[src/rtl/lfsr_gen.sv]
// Parametrised Fibonacci LFSR with prescaler strobe, run/step control, wrap and lockup flags.
// Optional advance-count period output enabled by defining LFSR_PERIOD_CNT_EN.
module lfsr_gen #(
  parameter int unsigned          WIDTH      = 4,
  parameter logic [WIDTH-1:0]     TAPS       = WIDTH'(4'b1100),
  parameter int unsigned          DIV        = 1,
  parameter logic [WIDTH-1:0]     RESET_SEED = WIDTH'(1)
) (
  input  logic             clk,
  input  logic             rst,
  input  logic             load,
  input  logic [WIDTH-1:0] seed,
  input  logic             run,
  input  logic             step,
  output logic [WIDTH-1:0] q,
  output logic             valid,
  output logic             wrap,
`ifdef LFSR_PERIOD_CNT_EN
  output logic [WIDTH-1:0] period,
`endif
  output logic             lockup
);

  localparam int unsigned CNT_W = 16;
  localparam logic [CNT_W-1:0] TICK_AT = CNT_W'(DIV - 1);

  logic [WIDTH-1:0] q_q, q_d;
  logic [WIDTH-1:0] seed_q, seed_d;
  logic [CNT_W-1:0] pre_q, pre_d;
  logic             valid_q, valid_d;
  logic             wrap_q, wrap_d;
  logic             lockup_q, lockup_d;
  logic [WIDTH-1:0] shifted;
  logic             tick;
  logic             adv;
  logic             seed_zero;

`ifdef LFSR_PERIOD_CNT_EN
  logic [WIDTH-1:0] adv_cnt_q, adv_cnt_d;
  logic [WIDTH-1:0] period_q, period_d;
`endif

  // Next-state: load beats a run tick, which beats a single step.
  always_comb begin
    shifted   = {q_q[WIDTH-2:0], ^(q_q & TAPS)};
    tick      = run && (pre_q == TICK_AT);
    adv       = !load && (run ? tick : step);
    seed_zero = (seed == '0);

    q_d      = q_q;
    seed_d   = seed_q;
    pre_d    = '0;
    valid_d  = 1'b0;
    wrap_d   = 1'b0;
    lockup_d = lockup_q;
`ifdef LFSR_PERIOD_CNT_EN
    adv_cnt_d = adv_cnt_q;
    period_d  = period_q;
`endif

    if (run && !tick) begin
      pre_d = pre_q + CNT_W'(1);
    end

    if (load) begin
      pre_d    = '0;
      q_d      = seed_zero ? RESET_SEED : seed;
      seed_d   = seed_zero ? RESET_SEED : seed;
      lockup_d = seed_zero;
      valid_d  = 1'b1;
`ifdef LFSR_PERIOD_CNT_EN
      adv_cnt_d = '0;
`endif
    end else if (adv) begin
      q_d     = shifted;
      valid_d = 1'b1;
      wrap_d  = (shifted == seed_q);
`ifdef LFSR_PERIOD_CNT_EN
      if (shifted == seed_q) begin
        period_d  = adv_cnt_q + WIDTH'(1);
        adv_cnt_d = '0;
      end else begin
        adv_cnt_d = adv_cnt_q + WIDTH'(1);
      end
`endif
    end
  end

  always_ff @(posedge clk or negedge rst) begin
    if (!rst) begin
      q_q      <= RESET_SEED;
      seed_q   <= RESET_SEED;
      pre_q    <= '0;
      valid_q  <= 1'b0;
      wrap_q   <= 1'b0;
      lockup_q <= 1'b0;
    end else begin
      q_q      <= q_d;
      seed_q   <= seed_d;
      pre_q    <= pre_d;
      valid_q  <= valid_d;
      wrap_q   <= wrap_d;
      lockup_q <= lockup_d;
    end
  end

`ifdef LFSR_PERIOD_CNT_EN
  always_ff @(posedge clk or negedge rst) begin
    if (!rst) begin
      adv_cnt_q <= '0;
      period_q  <= '0;
    end else begin
      adv_cnt_q <= adv_cnt_d;
      period_q  <= period_d;
    end
  end

  assign period = period_q;
`endif

  assign q      = q_q;
  assign valid  = valid_q;
  assign wrap   = wrap_q;
  assign lockup = lockup_q;

endmodule

[config.mk]
export PLATFORM = sky130hd
export DESIGN_NAME = lfsr_gen
export DESIGN_NICKNAME = d
export VERILOG_FILES = /design/src/rtl/lfsr_gen.sv
export SDC_FILE = /design/constraint.sdc
export NUM_CORES = 1
export LEC_CHECK = 0
export ABC_AREA = 1
export BUFFER_PORTS_ARGS = -buffer_cell sky130_fd_sc_hd__buf_4
export CORE_MARGIN = 3
export CORE_UTILIZATION = 45
export DETAILED_ROUTE_END_ITERATION = 10
export MAX_ROUTING_LAYER = met4
export PLACE_DENSITY = 0.75
export SYNTH_ARGS = -nofsm -noshare
export SYNTH_HDL_FRONTEND = slang
export SYNTH_SLANG_ARGS = --single-unit
[constraint.sdc]
create_clock -name clk -period 2.6 [get_ports clk]
set_input_delay 0.26 -clock clk [delete_from_list [all_inputs] [get_ports clk]]
set_output_delay 0.26 -clock clk [all_outputs]
set_load 0.02 [all_outputs]
==> qor.txt, run 1 <==
status = completed
register clock-pin slew on the reported worst setup and hold paths = 0.15 ns
Max Fclk = 0.666 GHz
Synth Area per Inst = 7.56 um^2
DRT Pass-1 Iters = 7
RSZ-0062 raised after global routing = false
fin. max-slew vios = 0
Seq/Total Area, Yosys = 45.5%
Layout Cell Area excl Fill = 1680 um^2
cell area after synthesis = 1490 um^2
Cells after Synth = 197
slew at the pin closest to its max-slew limit = 0.330 ns
setup TNS = 0 ns
Setup Skew = 0.00213 ns
min-delay src = load
met1 global-route usage = 22.7%
final core occ = 54.2%
Sink Count = 27
Synth-to-Final Area Change = 12.9%
Slowest Stage Delay on Critical Path = 0.43 ns
Clk Latency, worst-skew pair = 0.33 ns
Pwr Density = 444 nW/um^2
Worst Hold Class = primary input to register
crit path cell chain = inv_1 -> ha_1 -> nand2_1 -> nor2_2 -> nand2_1 -> nand3_2 -> nor3_1
DPL Wire Length = 2190 um
Worst EP required = 2.85 ns
M2 GR Usage = 25.2%
number of port buffers = 15
maximum resistive drop on vdd = 0.174 mV
internal reg-to-reg setup slack = 1.10 ns
vias in the first global route = 1166
Starting Density = 48.0%
FF-to-FF Start = pre_q[0]$_DFF_PN0_
CP Max Fanout = 14
first-pass GRT wire length = 5200 um
commonest non-fill, non-tap cell in the layout = nand2_1
io pins = 16
Detail Route Antenna Nets = 0
total gr overflow = 0
initial antenna violation count = 0
post-synthesis register bit count = 27
share of cells above drive strength 1 = 15.3%
detailed-route wire length = 2940 um
H-tree levels = 1
Post-DP Area = 1640 um^2
root buf cell = clkbuf_4
most used cell, CP = nand2_1
yosys warns = 0
R2R depth = 7
Worst Setup End Kind = register
Die Area = 4030 um^2
Slew HR = 77.8%
kind of critical path = register to register
Die Height = 63.5 um
gr busiest metal = met2
Startpoint Class = register
Critical-path top delay cell = dfrtp_1
n_diodes = 0
Worst EP arrival = 1.76 ns
commonest cells after routing, fill and taps aside = 51 x nand2_1, 39 x nor2_1, 25 x dfrtp_1
Max Cap Violations = 0
Final Cycle Share = 57.8%
P_leak = 0.756 nW
core area = 3100 um^2
final hold vios = 0
met3 usage = 1.60%
hold path cells = 2
die width = 63.5 um
row cnt = 20
Final nets = 227
First DRT Iteration DRCs = 66
clock buffer depth = 2
drc violations = 0
TritonCTS clock tree = done
final worst path period need = 1.50 ns
global-route usage over all layers = 16.4%
CTS buffer count = 3
largest net degree at the start of global routing = 28
wire length per cell = 11.3 um
Crit. Startpoint = pre_q[0]$_DFF_PN0_
Final Setup Violations = 0
Netlist cell types = 24
synthesized net count = 208
vias per cell = 4.83
gp weighted congestion = 0.903
via count = 1250
==> cell usage after synthesis, drive strengths merged <==
master / n / share of area, %
a21oi: 4 / 1.3
and2: 1 / 0.42
buf: 1 / 0.76
clkbuf: 1 / 0.25
clkinv: 1 / 0.25
dfrtp: 25 / 42
dfstp: 2 / 3.5
ha: 2 / 1.7
inv: 21 / 5.3
nand2: 53 / 14
nand3: 13 / 5.4
nand4: 5 / 2.1
nor2: 43 / 12
nor3: 9 / 4.0
nor4: 1 / 0.42
o21ai: 7 / 2.4
o21bai: 1 / 0.50
xnor2: 2 / 1.2
xor2: 5 / 2.9
==> report_power, final <==
group | switching, mW | internal (mW) | total (mW)
clock network | 0.128 | 0.0589 | 0.187
registers | 0.0151 | 0.440 | 0.455
logic | 0.0627 | 0.0429 | 0.106
total | 0.206 | 0.542 | 0.747
==> registers in the layout (all words and copies together) (netlist names) <==
signal  flops
q           4
pre_q      16
wrap        1
lockup      1
seed_q      4
valid       1
==> worst max-delay path, delay by kind of cell, from the launching register on <==
family | cells | cell delay (ns)
simple gates | 5 | 0.70
flops | 1 | 0.43
fa+ha+maj | 1 | 0.20
buf+inv | 1 | 0.10
==> per-stage QoR <==
stage	power [mW]	worst slack, ns	hold slack (ns)	instances
finish	0.747	1.10	0.166	259
global route	0.790	0.946	0.165	259
CTS	0.752	1.09	0.164	259
detailed placement	0.567	1.12	0.185	254
global placement	0.567	1.15	0.186	254
floorplan	0.519	1.26	-0.0356	197
==> layer usage <==
layer	up-vias	share of wire, %	wire length, um
li1	656	-	-
met5	-	0	0
met3	2	2.7	80
met4	0	0.61	18
met2	28	47	1390
met1	564	49	1450
==> repair_timing <==
action / 4_1_cts / 5_1_grt
hold endpoints to repair: 25 / 0
resized for setup: 0 / 0
setup buffers: 0 / 0
hold buffers: 1 / 0
==> layout make-up <==
| type | count | area (um^2) |
|---|---|---|
| multi-input combinational | 146 | 713 |
| clock buffer | 3 | 22.5 |
| clock inverter | 1 | 7.51 |
| timing repair buffer | 16 | 123 |
| inverter | 22 | 82.6 |
| sequential | 27 | 678 |
| fill | 300 | 1420 |
| tap | 44 | 55.1 |
==> worst paths after layout <==
kind                                         end
max reg2reg                   pre_q[2]$_DFF_PN0_
max                           pre_q[2]$_DFF_PN0_
min reg2reg                seed_q[0]$_DFFE_PN1P_
min                          pre_q[13]$_DFF_PN0_
min in group asynchronous    pre_q[15]$_DFF_PN0_
max in group asynchronous  seed_q[0]$_DFFE_PN1P_
==> cell families (layout without fill, tap and decap cells) <==
group	Yosys count	count (layout)	synth area share (%)
buf+inv	24	42	6.55
simple gates	125	125	37.9
compound gates	12	12	4.20
fa+ha+maj	2	2	1.68
xor+xnor	7	7	4.12
flops	27	27	45.5
Note: power is estimated with default switching activity, not from simulation.
==> run 2, diff against run 1 <==
--- a/config.mk
+++ b/config.mk
@@ -11,7 +11,7 @@
 export CORE_UTILIZATION = 45
 export DETAILED_ROUTE_END_ITERATION = 10
 export MAX_ROUTING_LAYER = met4
-export PLACE_DENSITY = 0.75
+export PLACE_DENSITY = 0.77
 export SYNTH_ARGS = -nofsm -noshare
 export SYNTH_HDL_FRONTEND = slang
 export SYNTH_SLANG_ARGS = --single-unit
==> constraint.sdc (replaced) <==
create_clock -name clk -period 1.33 [get_ports clk]
set_input_delay 0.133 -clock clk [delete_from_list [all_inputs] [get_ports clk]]
set_output_delay 0.133 -clock clk [all_outputs]
set_load 0.02 [all_outputs]
==> qor.txt, run 2 (synthesized netlist as in run 1, its figures left out) <==
status = complete, but fails checks (was completed)
violations in the final reports = design-rule violations, negative setup slack
RSZ-0062 raised after global routing = true (was false)
Setup Skew = 0.00233 ns (was 0.00213 ns)
commonest non-fill, non-tap cell in the layout = nand2_1 (unchanged)
internal reg-to-reg setup slack = -0.09 ns (was 1.10 ns)
initial antenna violation count = 0 (unchanged)
Layout Cell Area excl Fill = 2080 um^2 (was 1680 um^2)
Startpoint Class = register (unchanged)
Sink Count = 27 (unchanged)
vias per cell = 5.12 (was 4.83)
io pins = 16 (unchanged)
Fin Hold WS = 0.0274 ns (was 0.166 ns)
gr busiest metal = met2 (unchanged)
final hold vios = 0 (unchanged)
number of port buffers = 15 (unchanged)
maximum resistive drop on vdd = 0.451 mV (was 0.174 mV)
Max Cap Violations = 0 (unchanged)
P_leak = 0.895 nW (was 0.756 nW)
slew at the pin closest to its max-slew limit = 0.367 ns (was 0.330 ns)
First DRT Iteration DRCs = 70 (was 66)
Detail Route Antenna Nets = 0 (unchanged)
clock share of power = 25.0% (about the same)
die width = 63.5 um (unchanged)
Reg with most FFs = pre_q (unchanged)
global-route usage over all layers = 17.6% (was 16.4%)
Pwr Total = 1.48 mW (was 747 uW)
vias in the first global route = 1247 (was 1166)
Non-Filler Instances = 281 (was 259)
cell-internal power = 1.07 mW (was 542 uW)
CTS buffer count = 3 (unchanged)
Pwr Density = 711 nW/um^2 (was 444 nW/um^2)
TritonCTS clock tree = done (unchanged)
Final Setup Violations = 19 (was 0)
kind of critical path = register to register (unchanged)
min-delay src = seed[1] (was load)
FF-to-FF Start = pre_q[14]$_DFF_PN0_ (was pre_q[0]$_DFF_PN0_)
M2 GR Usage = 29.1% (was 25.2%)
Final Cycle Share = 107% (was 57.8%)
detailed-route wire length = 3660 um (was 2940 um)
share of cells above drive strength 1 = 36.7% (was 15.3%)
setup slack after layout = -0.0890 ns (was 1.10 ns)
met3 usage = 1.25% (was 1.60%)
Post-DP Area = 1740 um^2 (was 1640 um^2)
Clk Latency, worst-skew pair = 0.33 ns (about the same)
final worst path period need = 1.42 ns (was 1.50 ns)
wire length per cell = 13.0 um (was 11.3 um)
met1 global-route usage = 23.2% (was 22.7%)
core area = 3100 um^2 (unchanged)
first-pass GRT wire length = 5570 um (was 5200 um)
CP Max Fanout = 7 (was 14)
Crit. Startpoint = pre_q[14]$_DFF_PN0_ (was pre_q[0]$_DFF_PN0_)
gp weighted congestion = 0.879 (was 0.903)
H-tree levels = 1 (unchanged)
commonest cells after routing, fill and taps aside = 44 x nand2_1, 34 x buf_4, 27 x nor2_1 (was 51 x nand2_1, 39 x nor2_1, 25 x dfrtp_1)
Worst Hold Class = primary input to register (unchanged)
register clock-pin slew on the reported worst setup and hold paths = 0.15 ns (about the same)
Worst EP required = 1.55 ns (was 2.85 ns)
Worst Setup End Kind = register (unchanged)
FILL cells = 238 (was 300)
max reg flops = 16 (unchanged)
Sw Pwr = 414 uW (was 206 uW)
Synth-to-Final Area Change = 39.8% (was 12.9%)
via count = 1438 (was 1250)
DRT Pass-1 Iters = 7 (unchanged)
Sw Share = 28.0% (was 27.5%)
total gr overflow = 0 (unchanged)
Worst EP arrival = 1.64 ns (was 1.76 ns)
Slew HR = 75.3% (was 77.8%)
largest net degree at the start of global routing = 28 (unchanged)
fin. max-slew vios = 0 (unchanged)
cell count after placement = 265 (was 254)
n_diodes = 0 (unchanged)
root buf cell = clkbuf_4 (unchanged)
clock buffer depth = 2 (unchanged)
row cnt = 20 (unchanged)
drc violations = 2 (was 0)
Starting Density = 48.0% (unchanged)
Final nets = 249 (was 227)
Max Fclk = 0.705 GHz (was 0.666 GHz)
Die Area = 4030 um^2 (unchanged)
Die Height = 63.5 um (unchanged)
Logic pwr share = 15.0% (was 14.1%)
DPL Wire Length = 2380 um (was 2190 um)
register share of total power = 60.1% (was 60.9%)
## run 2: cell count changes in the layout (fill, tap and decap cells not counted), moves of 7 or more
cell | before | now
buf_4 | 15 | 34
nand2_1 | 51 | 44
nand2_2 | 2 | 9
nor2_4 | 1 | 9
nor2_1 | 39 | 27
## run 2: area by class of cell
class / count / area [um^2] / area share [%]
well taps: 44 / 55.1 / 2.64
inverters: 22 / 82.6 / 3.97
clock inverters: 1 / 7.51 / 0.361
repair buffers: 38 / 324 / 15.6
multi-input cells: 146 / 912 / 43.8
flip-flops and latches: 27 / 678 / 32.6
clock buffers: 3 / 22.5 / 1.08
## run 2: path summary, 6_finish.rpt
check	end	cells after the start
setup / recovery	pre_q[8]$_DFF_PN0_	7
hold / removal	seed_q[1]$_DFFE_PN0P_	3
setup reg to reg	pre_q[8]$_DFF_PN0_	7
hold reg to reg	seed_q[0]$_DFFE_PN1P_	2
max in group asynchronous	seed_q[0]$_DFFE_PN1P_	2
min in group asynchronous	seed_q[2]$_DFFE_PN0P_	2
## run 2: power by group through the flow
stage	Sequential, mW	Clock (mW)	Combinational, mW
after floorplan	0.926	0	0.0882
after global placement	0.905	0	0.206
after detailed placement	0.904	0	0.208
after CTS	0.889	0.378	0.217
after global routing	0.896	0.404	0.250
final	0.889	0.369	0.221
## run 2: critical path, cell delays in order (launching register included)
cell and delay (ns):
dfrtp_1 0.44, nor2_1 0.17, nand2_1 0.12, nor2_4 0.15, nand2_2 0.09, nand3_4 0.13, buf_12 0.16, nor3_2 0.05
## run 2: layer usage
| layer | wire length, um | up-vias |
|---|---|---|
| met5 | 0 | - |
| met4 | 89 | 0 |
| met3 | 121 | 10 |
| met2 | 1870 | 30 |
| met1 | 1580 | 697 |
| li1 | - | 701 |
## run 2: what timing repair did
action,CTS,global route
hold buffers,1,0
pin swaps,2,10
setup endpoints to repair,19,21
hold endpoints to repair,27,0
buffers inserted,5,5
gates resized for setup,10,37
gates cloned,1,0
## run 2: metrics by stage
| stage | TNS (ns) | worst slack, ns | util (%) |
|---|---|---|---|
| 6_report | -0.993 | -0.0890 | 67.1 |
| 5_1_grt | -2.49 | -0.164 | 67.1 |
| 4_1_cts | -0.00414 | -0.00414 | 60.8 |
| 3_5_place_dp | -0.268 | -0.0238 | 56.0 |
| 3_3_place_gp | 0 | 0.0203 | 56.0 |
| 2_1_floorplan | 0 | 0.0220 | - |
==> run 3, diff against run 2 <==
--- a/config.mk
+++ b/config.mk
@@ -7,11 +7,13 @@
 export LEC_CHECK = 0
 export ABC_AREA = 1
 export BUFFER_PORTS_ARGS = -buffer_cell sky130_fd_sc_hd__buf_4
+export CORE_ASPECT_RATIO = 2
 export CORE_MARGIN = 3
 export CORE_UTILIZATION = 45
 export DETAILED_ROUTE_END_ITERATION = 10
 export MAX_ROUTING_LAYER = met4
 export PLACE_DENSITY = 0.77
+export SKIP_LAST_GASP = 1
 export SYNTH_ARGS = -nofsm -noshare
 export SYNTH_HDL_FRONTEND = slang
 export SYNTH_SLANG_ARGS = --single-unit
==> qor.txt, run 3 (synthesized netlist as in run 1, its figures left out) <==
first-pass GRT wire length = 6010 um (was 5570 um)
Critical-path top delay cell = dfrtp_1 (unchanged)
min-delay src = seed[1] (unchanged)
Slowest Stage Delay on Critical Path = 0.46 ns (was 0.44 ns)
clock buffer depth = 2 (unchanged)
Endpoint, Worst Hold = seed_q[1]$_DFFE_PN0P_ (unchanged)
Worst EP required = 1.51 ns (was 1.55 ns)
CP Max Fanout = 7 (unchanged)
vias per cell = 5.46 (was 5.12)
Worst Setup End Kind = register (unchanged)
setup slack after layout = -0.0687 ns (was -0.0890 ns)
final worst path period need = 1.40 ns (was 1.42 ns)
hold path cells = 3 (unchanged)
Starting Density = 47.2% (was 48.0%)
R2R Path End = pre_q[8]$_DFF_PN0_ (unchanged)
die width = 46.7 um (was 63.5 um)
cell count after placement = 256 (was 265)
Startpoint Class = register (unchanged)
largest net degree at the start of global routing = 28 (unchanged)
Worst Hold Class = primary input to register (unchanged)
H-tree levels = 1 (unchanged)
total gr overflow = 0 (unchanged)
R2R depth = 7 (unchanged)
internal reg-to-reg setup slack = -0.07 ns (was -0.09 ns)
maximum resistive drop on vdd = 0.992 mV (was 0.451 mV)
FF-to-FF Start = pre_q[5]$_DFF_PN0_ (was pre_q[14]$_DFF_PN0_)
wire length per cell = 15.1 um (was 13.0 um)
commonest non-fill, non-tap cell in the layout = nand2_1 (unchanged)
Pwr Density = 813 nW/um^2 (was 711 nW/um^2)
slew at the pin closest to its max-slew limit = 0.360 ns (was 0.367 ns)
gp weighted congestion = 0.899 (was 0.879)
Non-Filler Instances = 267 (was 281)
io pins = 16 (unchanged)
Final Cycle Share = 105% (was 107%)
TritonCTS clock tree = done (unchanged)
Worst EP arrival = 1.58 ns (was 1.64 ns)
RSZ-0062 raised after global routing = true (unchanged)
Sink Count = 27 (unchanged)
setup TNS = -0.834 ns (was -0.993 ns)
Synth-to-Final Area Change = 34.9% (was 39.8%)
Die Height = 87.3 um (was 63.5 um)
detailed-route wire length = 4020 um (was 3660 um)
max reg flops = 16 (unchanged)
Final nets = 248 (was 249)
final core occ = 63.6% (was 67.1%)
drc violations = 0 (was 2)
register clock-pin slew on the reported worst setup and hold paths = 0.11 ns (was 0.15 ns)
Reg with most FFs = pre_q (unchanged)
Die Area = 4080 um^2 (was 4030 um^2)
n_diodes = 0 (unchanged)
violations in the final reports = negative setup slack (was design-rule violations, negative setup slack)
Slew HR = 75.8% (was 75.3%)
initial antenna violation count = 0 (unchanged)
final hold vios = 0 (unchanged)
Final Setup Violations = 15 (was 19)
Clk Latency, worst-skew pair = 0.29 ns (was 0.33 ns)
Max Fclk = 0.715 GHz (was 0.705 GHz)
fin. max-slew vios = 0 (unchanged)
vias in the first global route = 1421 (was 1247)
core area = 3160 um^2 (was 3100 um^2)
CTS buffer count = 3 (unchanged)
P_leak = 0.937 nW (was 0.895 nW)
Crit. Startpoint = pre_q[5]$_DFF_PN0_ (was pre_q[14]$_DFF_PN0_)
status = complete, but fails checks (unchanged)
First DRT Iteration DRCs = 38 (was 70)
Max Cap Violations = 0 (unchanged)
Detail Route Antenna Nets = 0 (unchanged)
root buf cell = clkbuf_8 (was clkbuf_4)
row cnt = 29 (was 20)
commonest cells after routing, fill and taps aside = 43 x nand2_1, 33 x nor2_1, 32 x buf_4 (was 44 x nand2_1, 34 x buf_4, 27 x nor2_1)
DPL Wire Length = 2850 um (was 2380 um)
number of port buffers = 15 (unchanged)
share of cells above drive strength 1 = 33.1% (was 36.7%)
DRT Pass-1 Iters = 4 (was 7)
Setup Skew = 0.00993 ns (was 0.00233 ns)
via count = 1458 (was 1438)
crit path cell chain = nor2_1 -> nand2_1 -> nor2_4 -> nand2_2 -> nand3_4 -> clkbuf_16 -> nor3_2 (was nor2_1 -> nand2_1 -> nor2_4 -> nand2_2 -> nand3_4 -> buf_12 -> nor3_2)
global-route usage over all layers = 21.4% (was 17.6%)
kind of critical path = register to register (unchanged)
run 3: worst max-delay path, delay by kind of cell (launching register included):
kind / cells / cell delay, ns
buffers and inverters: 1 / 0.17
and+or+nand+nor: 6 / 0.66
DFF: 1 / 0.46
run 3: cell type report:
class                   count  area, um^2
clock buffers               3        41.3
clock inverters             1        8.76
fillers                   266        1150
inverters                  22        82.6
multi-input cells         146         840
flip-flops and latches     27         679
well taps                  31        38.8
repair buffers             37         318
run 3: what timing repair did:
action,CTS,global route
setup buffers,0,5
gates cloned,0,1
pin swaps,0,9
setup endpoints to repair,18,21
resized for setup,3,31
endpoints found under the hold margin,25,0
hold buffers,1,0
run 3: layer usage:
metal	share of wire [%]	GRT usage [%]
met1	34	20.8
met2	55	37.9
met3	3.0	1.86
met4	7.7	12.8
met5	0	-
run 3: worst max-delay path by stage:
stage	slack (ns)	endpoint	depth (start not counted)
6_report	-0.07	pre_q[8]$_DFF_PN0_	7
3_3_place_gp	0.02	pre_q[15]$_DFF_PN0_	8
4_1_cts	-0.02	pre_q[15]$_DFF_PN0_	8
3_5_place_dp	-0.04	pre_q[15]$_DFF_PN0_	8
2_1_floorplan	0.02	pre_q[8]$_DFF_PN0_	8
5_1_grt	-0.13	pre_q[10]$_DFF_PN0_	8
run 3: where the power goes:
group | internal (mW) | total (mW) | switching [mW]
logic | 0.0871 | 0.222 | 0.134
registers | 0.859 | 0.893 | 0.0334
clock network | 0.221 | 0.517 | 0.297
total | 1.17 | 1.63 | 0.464
run 3: through the flow:
step / cell area [um^2] / hold WS [ns] / setup slack (ns) / power, mW
after floorplan: 1490 / -0.163 / 0.0220 / 1.01
after global placement: 1750 / 0.0649 / 0.0160 / 1.12
after detailed placement: 1750 / 0.0688 / -0.0375 / 1.12
after CTS: 1820 / 0.0928 / -0.0199 / 1.61
after global routing: 2010 / 0.117 / -0.133 / 1.68
final: 2010 / 0.0870 / -0.0687 / 1.63
